## src/rtl/ace_rd_responder.sv

```systemverilog
// Read-side ACE responder: one AR burst at a time, beats fetched from a
// synchronous-read block memory, R returned in order, then waits for rack.
module ace_rd_responder #(
  parameter int unsigned MEM_BASE   = 0,
  parameter int unsigned MEM_SIZE   = 65536,
  parameter int unsigned LATENCY    = 0,
  parameter int unsigned ADDR_W     = 32,
  parameter int unsigned ID_W       = 4,
  parameter int unsigned BLOCK_SIZE = 512,
  localparam int unsigned OFFSET_W  = $clog2(BLOCK_SIZE/8),
  localparam int unsigned MEM_AW    = $clog2(MEM_SIZE*8/BLOCK_SIZE)
) (
  input  logic                  clk,
  input  logic                  rst,
  input  logic                  arvalid,
  output logic                  arready,
  input  logic [ADDR_W-1:0]     araddr,
  input  logic [ID_W-1:0]       arid,
  input  logic [7:0]            arlen,
  input  logic [1:0]            arburst,
  output logic                  rvalid,
  input  logic                  rready,
  output logic [BLOCK_SIZE-1:0] rdata,
  output logic [3:0]            rresp,
  output logic [ID_W-1:0]       rid,
  output logic                  rlast,
  input  logic                  rack,
  output logic                  awready,
  output logic                  wready,
  output logic                  bvalid,
  output logic                  acvalid,
  output logic                  mem_en,
  output logic [MEM_AW-1:0]     mem_addr,
  input  logic [BLOCK_SIZE-1:0] mem_rdata
);

  typedef enum logic [2:0] {IDLE, ISSUE, WAIT, RESP, ACK} state_e;

  localparam int unsigned CW = (LATENCY > 0) ? $clog2(LATENCY+1) : 1;
  localparam logic [CW-1:0] LAT = CW'(LATENCY);
  localparam logic [ADDR_W:0] LO = (ADDR_W+1)'(MEM_BASE);
  localparam logic [ADDR_W:0] HI = LO + (ADDR_W+1)'(MEM_SIZE);
  localparam logic [ADDR_W:0] STEP = (ADDR_W+1)'(BLOCK_SIZE/8);

  state_e                state_q, state_d;
  logic [ADDR_W-1:0]     addr_q, addr_d;
  logic [ID_W-1:0]       id_q, id_d;
  logic [7:0]            len_q, len_d;
  logic [7:0]            beat_q, beat_d;
  logic [1:0]            burst_q, burst_d;
  logic                  wrap_q, wrap_d;
  logic                  err_q, err_d;
  logic                  arready_q, arready_d;
  logic [CW-1:0]         cnt_q, cnt_d;
  logic [BLOCK_SIZE-1:0] rdata_q, rdata_d;

  logic [ADDR_W:0]       addr_x, addr_nx;
  logic [ADDR_W-1:0]     off;
  logic                  in_rng, beat_err, last;
  logic                  unused_off;

  // A carry out of the address adder marks the rest of the burst as wrapped.
  assign addr_x   = {1'b0, addr_q};
  assign in_rng   = (addr_x >= LO) && (addr_x < HI) && !wrap_q;
  assign beat_err = !in_rng || burst_q[1];
  assign last     = (beat_q == len_q);
  assign addr_nx  = addr_x + ((burst_q == 2'd1) ? STEP : '0);
  assign off      = addr_q - LO[ADDR_W-1:0];
  assign unused_off = ^off;

  always_comb begin
    state_d = state_q;
    addr_d  = addr_q;
    id_d    = id_q;
    len_d   = len_q;
    beat_d  = beat_q;
    burst_d = burst_q;
    wrap_d  = wrap_q;
    err_d   = err_q;
    cnt_d   = cnt_q;
    rdata_d = rdata_q;
    unique case (state_q)
      IDLE: begin
        if (arvalid && arready_q) begin
          addr_d  = araddr;
          id_d    = arid;
          len_d   = arlen;
          burst_d = arburst;
          beat_d  = '0;
          wrap_d  = 1'b0;
          state_d = ISSUE;
        end
      end
      ISSUE: begin
        err_d   = beat_err;
        cnt_d   = LAT;
        state_d = WAIT;
      end
      WAIT: begin
        if (cnt_q == LAT) rdata_d = err_q ? '0 : mem_rdata;
        if (cnt_q == '0) state_d = RESP;
        else cnt_d = cnt_q - CW'(1);
      end
      RESP: begin
        if (rready) begin
          if (!last) begin
            beat_d  = beat_q + 8'd1;
            addr_d  = addr_nx[ADDR_W-1:0];
            wrap_d  = wrap_q | addr_nx[ADDR_W];
            state_d = ISSUE;
          end else begin
            state_d = rack ? IDLE : ACK;
          end
        end
      end
      ACK: begin
        if (rack) state_d = IDLE;
      end
      default: state_d = IDLE;
    endcase
    arready_d = (state_d == IDLE);
  end

  always_ff @(posedge clk or negedge rst) begin
    if (!rst) begin
      state_q   <= IDLE;
      addr_q    <= '0;
      id_q      <= '0;
      len_q     <= '0;
      beat_q    <= '0;
      burst_q   <= '0;
      wrap_q    <= 1'b0;
      err_q     <= 1'b0;
      arready_q <= 1'b0;
      cnt_q     <= '0;
      rdata_q   <= '0;
    end else begin
      state_q   <= state_d;
      addr_q    <= addr_d;
      id_q      <= id_d;
      len_q     <= len_d;
      beat_q    <= beat_d;
      burst_q   <= burst_d;
      wrap_q    <= wrap_d;
      err_q     <= err_d;
      arready_q <= arready_d;
      cnt_q     <= cnt_d;
      rdata_q   <= rdata_d;
    end
  end

  assign arready  = arready_q;
  assign rvalid   = (state_q == RESP);
  assign rdata    = rdata_q;
  assign rresp    = {2'b00, rvalid && err_q, 1'b0};
  assign rid      = id_q;
  assign rlast    = rvalid && last;
  assign mem_en   = (state_q == ISSUE) && !beat_err;
  assign mem_addr = off[OFFSET_W +: MEM_AW];

  assign awready  = 1'b0;
  assign wready   = 1'b0;
  assign bvalid   = 1'b0;
  assign acvalid  = 1'b0;

endmodule

```

## config.mk

```make
export PLATFORM = sky130hd
export DESIGN_NAME = ace_rd_responder
export DESIGN_NICKNAME = d
export VERILOG_FILES = /design/src/rtl/ace_rd_responder.sv
export SDC_FILE = /design/constraint.sdc
export NUM_CORES = 1
export LEC_CHECK = 0
export ABC_AREA = 1
export BUFFER_PORTS_ARGS = -buffer_cell sky130_fd_sc_hd__buf_2
export CAP_MARGIN = 0
export CORE_AREA = 2 2 423 425
export CTS_CLUSTER_DIAMETER = 120
export DETAILED_ROUTE_END_ITERATION = 10
export DIE_AREA = 0 0 425 427
export PLACE_DENSITY = 0.34
export SKIP_LAST_GASP = 1
export SYNTH_ARGS = -nofsm -noshare
export SYNTH_HDL_FRONTEND = slang
export SYNTH_SLANG_ARGS = --single-unit
```

## constraint.sdc

```tcl
create_clock -name clk -period 1.9 [get_ports clk]
set_input_delay 0.38 -clock clk [delete_from_list [all_inputs] [get_ports clk]]
set_output_delay 0.38 -clock clk [all_outputs]
set_load 0.1 [all_outputs]
```

==> After elaboration in Yosys (flattened, before gate mapping) <==
Cells that the tools add are included.
{ "word_totals": {"register_bits": 573, "elab_cells": 67, "output_inout_bits": 538} }
{ "op_classes": {"order_cmp": 2, "n_addsub": 3, "n_reduce_logical": 17, "n_mux": 23, "n_eq_ne": 9, "n_bitwise": 2} }
{ "op_table": {"columns": ["op", "n"], "rows": [
  ["two-way mux 512 bit", 1],
  ["two-way mux 32 bit", 3],
  ["one-hot mux 32 bit (2 select lines)", 1],
  ["adder 32 x 7 -> 33 bit", 1],
  ["greater-or-equal comparator 32 x 1 -> 1 bit (second input constant)", 1],
  ["< comparator 32 x 17 -> 1 bit (second input constant)", 1],
  ["two-way mux 8 bit", 3],
  ["two-way mux 3 bit", 6],
  ["one-hot mux 8 bit (2 select lines)", 1],
  ["one-hot mux 3 bit (5 select lines)", 1],
  ["adder 8 x 1 -> 8 bit (second input constant)", 1],
  ["== test 8 bit", 1],
  ["two-way mux 7 bit", 1],
  ["== test 3 x 2 -> 1 bit (second input constant)", 2],
  ["logical AND 1 bit", 6],
  ["zero test 3 bit", 2],
  ["two-way mux 1 bit", 4],
  ["!= test 2 bit (second input constant)", 2],
  ["one-hot mux 1 bit (2 select lines)", 2],
  ["AND reduction 2 bit", 2],
  ["AND reduction 4 bit", 1],
  ["nonzero test 2 bit", 2],
  ["== test 3 x 1 -> 1 bit (second input constant)", 1],
  ["== test 3 bit (second input constant)", 1],
  ["7 further kinds", 9]
]} }

==> Depth between registers and ports, before layout <==
{ "logic_depth": {"word_depth": 7, "ltp_mapped": 14} }

==> Worst setup path before layout <==
Ideal clock, no wire load.
{ "synth_timing": {"path_type": "reg2out", "start": "register state_q[2]", "end": "output port rresp[1]", "t_arrival_ps": 2154, "stages_incl_launch_ff": 5, "required_ps": 1520, "path_slack_ps": -634, "path_buffers": 1, "cell_sequence": "dfrtp_1 > nor2_2 > nand2_2 > clkbuf_1 > nor2_1"} }
{ "synth_between": {"elab_chain_cells": 2} }
{ "synth_lines": {"columns": ["element", "line_no", "rtl"], "rows": [
  ["start, declared", "45", "state_e state_q, state_d;"],
  ["start signal, assigned", "138", "state_q <= state_d;"],
  ["== test 3 x 2 -> 1 bit", "153", "assign rvalid = (state_q == RESP);"],
  ["logical AND 1 bit", "155", "assign rresp = {2'b00, rvalid && err_q, 1'b0};"],
  ["end, declared", "24", "output logic [3:0] rresp,"]
]} }
Every way passes these cells.

==> Final worst setup path <==
{ "layout_timing": {"start": "register addr_q[30]", "end": "output port mem_en"} }
{ "layout_between": {"elab_chain_cells": 7, "elab_cells_between_ends": 8, "classes_between": "order compare (2); reduce/logical (6)"} }
{ "layout_lines": {"columns": ["element", "line_no", "rtl"], "rows": [
  ["start, declared", "46", "logic [ADDR_W-1:0] addr_q, addr_d;"],
  ["start signal, assigned", "139", "addr_q <= addr_d;"],
  ["greater-or-equal comparator 32 x 1 -> 1 bit / < comparator 32 x 17 -> 1 bit (equally long branches)", "64", "assign in_rng = (addr_x >= LO) && (addr_x < HI) && !wrap_q;"],
  ["logical AND 1 bit (*) (2 in series)", "64", null],
  ["zero test 1 bit (*)", "65", "assign beat_err = !in_rng || burst_q[1];"],
  ["logical OR 1 bit (*)", "65", null],
  ["zero test 1 bit (*)", "158", "assign mem_en = (state_q == ISSUE) && !beat_err;"],
  ["logical AND 1 bit (*)", "158", null],
  ["end, declared", "32", "output logic mem_en,"]
]} }
Every way passes the cells marked *; elsewhere a longest branch is shown, timed or not.

==> metrics.md <==
| Metric | Value |
|---|---|
| Vert. Die Dim | `427 µm` |
| Critical-path cell list | `inv_2 -> nand2_4 -> nor4_4 -> nand3_2 -> clkinvlp_4 -> buf_12` |
| Outcome | `finished, violations left` |
| Clock transition at path regs | `0.05 ns` |
| Chip width | `between 400 and 500 µm` |
| DP HPWL | `97700 µm` |
| Post-Synth XOR/XNOR Area | `0.503%` |
| GRT Total Usage | `around 14%` |
| Logic pwr share | `about two fifths` |
| Sw Ratio | `about 40%` |
| Number of synthesized flops with an enable pin | `0` |
| Starting Density | `13.8%` |
| Post-synthesis mux area share | `less than 1%` |
| Worst Tran Pin Value | `0.834 ns` |
| I/O Buffers | `roughly 1100` |
| RePlAce Congestion | `0.814` |
| Worst Path Max Fanout | `4` |
| CORE AREA | `177000 µm²` |
| Synth cell count leaders | `nand2_1 (716), dfrtp_1 (566), nand3_1 (547)` |
| Total congestion overflow | `0` |
| Clock buffer count from CTS | `between 70 and 80` |
| Clock skew | `~0.025 ns` |
| Post-DP Area | `approximately 33000 µm²` |
| Largest family of logic cells by synthesized area | `simple AND/OR/NAND/NOR gates` |
| CP top delay family | `simple AND/OR/NAND/NOR gates` |
| CTS Root Buffer Type | `clkbuf_16` |
| Crit path time final | `around 2.4 ns` |
| Post-synthesis adder-cell area fraction | `less than 1%` |
| Post-place setup slack | `-0.104 ns` |
| Synth top area share | `between 50 and 60%` |
| Syn Inst Count | `~2800` |
| Clk network pwr share | `between 30% and 40%` |
| WL/cell | `roughly 20 µm` |
| H-tree depth | `3` |
| Final setup viols | `5` |
| Pin count of the biggest net entering global routing | `about 150` |
| Leakage | `roughly 0.023 µW` |
| Power density over the cells | `1060 nW/µm²` |
| CTS tree | `yes` |
| Vias in the first global route | `roughly 27000` |
| Switching Power | `between 15000 and 20000 µW` |
| Sequential power share | `around 28%` |
| Data required, critical path | `about 1.5 ns` |
| Register area share after synthesis | `roughly three fifths` |
| CTS sink cnt | `566` |
| Clk_lat worst skew | `around 0.7 ns` |
| Ranking of synthesized cells by area | `dfrtp_1 (58%), nand3_1 (11%), nand2_1 (11%)` |
| Post-route DRC | `0` |
| First-pass GRT wire length | `between 150000 and 200000 µm` |
| Router iterations before antenna repair | `5` |
| Mean post-synth cell area | `around 8.7 µm²` |
| Via-to-Cell Ratio | `between 3 and 4` |
| Crit Path Category | `reg2out` |
| Fin nets | `slightly above 5000` |
| Internal power | `between 20000 and 30000 µW` |
| Yosys top cell by area | `dfrtp_1` |
| Row count | `~160` |
| CP Buf/Inv Count | `3` |
| Tot Pwr | `46600 µW` |
| Area growth syn-to-layout | `80.8%` |
| Top Ports | `approximately 1100` |
| Worst-case clock buffer depth | `3` |
| Final worst setup slack | `-0.454 ns` |
| Most frequent cell after synthesis | `nand2_1` |
| CP peak stage delay | `roughly 0.4 ns` |
| Max Cap Viol | `0` |
| Final Hold Vio Count | `0` |
| Simple-Gate Fraction of Synth Area | `about a quarter` |
| Wirelength, routed | `between 100000 and 150000 µm` |
| Worst setup EP type | `primary output` |
| Yosys warns | `0` |
| Flops & latches, synth | `approximately 570` |
| Top_reg_cell synth | `dfrtp_1` |
| WP data arrival | `about 2 ns` |
| Unrepaired setup endpoints after global routing | `true` |
| Failing checks | `negative setup slack` |
| Worst Hold Class | `in2reg` |
| Initial DRC Count | `approximately 1600` |
| Final Instance Area | `44100 µm²` |
| Initial antenna violation count | `30` |
| Slew Viols, Final | `0` |
| Antenna Nets Post-Route | `0` |
| Slew margin rel. | `roughly 44%` |
| Mapped Area | `24400 µm²` |
| Async S/R FF share, synth | `between 90% and 100%` |
| Via count | `between 20000 and 30000` |
| Die area | `approximately 180000 µm²` |
| VDD IR max | `about 780 µV` |
| Crit path launch type | `register` |
| Crit-path slowest cell | `dfrtp_1` |
| Unique masters post-synth | `33` |
| Utilization after layout | `roughly 25%` |
| Synth Area in Compound Gates | `11.2%` |
| Final worst-path cycle share | `124%` |
| Max Clk Rate | `roughly 0.42 GHz` |
| Share of cells above drive strength 1 | `roughly 33%` |
-- layout by cell type (no fill, tap or decap), types with 9 or more instances in the layout --
master / Yosys / final
clkbuf_8: 0 / 13
inv_2: 4 / 14
o21ai_1: 6 / 10
dfrtp_1: 566 / 557
buf_6: 3 / 25
inv_1: 48 / 33
clkinv_2: 0 / 10
mux2_2: 9 / 9
nand2_1: 716 / 704
dlygate4sd3_1: 0 / 551
buf_2: 69 / 561
nor2_1: 72 / 62
diode_2: 0 / 14
buf_4: 19 / 621
o21ai_0: 529 / 525
nand3_1: 547 / 541
buf_12: 0 / 50
clkbuf_1: 160 / 17
buf_8: 0 / 9
nor2_4: 0 / 9
clkbuf_16: 0 / 92
-- state kept, by name, summed over array words and instances, names as in the netlist --
register	flops
arready	1
rdata	512
beat_q	8
len_q	8
rid	4
addr_q	26
state_q	3
wrap_q	1
err_q	1
burst_q	2
-- logic make-up (layout without fill, tap and decap cells) --
logic type | after synthesis | in the layout
simple gates | 1363 | 1363
flops | 566 | 566
compound gates | 545 | 545
buf+inv | 309 | 2025
xor+xnor | 14 | 14
mux | 9 | 9
fa+ha+maj | 3 | 3
other cells | 1 | 21
-- power by group through the flow --
stage	combinational [µW]	sequential, µW	clock, µW
final	18200	13200	15200
after global routing	19500	13300	16300
after CTS	16300	13100	15800
after detailed placement	14500	13300	0
after global placement	14700	13300	0
after floorplan	7260	14400	0
-- final cells by class --
class | instances | area, µm²
Fill cell | 19500 | 133000
Timing Repair Buffer | 1838 | 15000
Sequential cell | 566 | 14200
Multi-Input combinational cell | 1941 | 9160
Tap cell | 2355 | 2950
Clock buffer | 110 | 2240
Clock inverter | 25 | 338
Inverter | 52 | 221
Antenna cell | 14 | 35.0
-- metrics by stage --
stage / TNS (ns) / instances / hold WS (ns)
final: -1.33 / 6901 / 0.0989
after global routing: -3.02 / 6894 / 0.0829
after CTS: -1.91 / 6846 / 0.00221
after detailed placement: -0.523 / 6146 / 0.347
after global placement: -0.914 / 6146 / 0.351
after floorplan: 0 / 2816 / 0.0844
-- layer usage --
layer  vias to the layer above  wire, µm  track usage (%)
met5                         -        30                0
met4                         4      4660             5.69
met3                       202      9260             3.92
met2                       841     68100             23.3
met1                     13200     56000             17.0
li1                      12700         -                -
-- worst paths after layout --
path                            startpoint    endpoint  cells past startpoint  slack, ns
worst max-delay path            addr_q[30]      mem_en                      6      -0.45
worst min-delay path            araddr[25]  addr_q[25]                      5        0.1
worst max register to register  burst_q[0]  addr_q[22]                     15       0.06
worst min register to register   rdata[90]   rdata[90]                      2       0.50
max in group asynchronous              rst    len_q[7]                      4       0.81
min in group asynchronous              rst  rdata[151]                      2       0.21
-- worst min-delay path: stages --
cell     delay (ns)
buf_2          0.08
nor2_1         0.06
nor2_1         0.11
nand2_1        0.06
nand2_1        0.06
-- what timing repair did --
| item | CTS | global route |
|---|---|---|
| hold buffers | 551 | 0 |
| endpoints found under the setup margin | 533 | 246 |
| cloned | 2 | 13 |
| gates resized for setup | 580 | 84 |
| hold endpoints to repair | 711 | 0 |
| pin swaps | 11 | 31 |
| setup buffers | 12 | 29 |
Note: power is estimated with default switching activity, not from simulation.
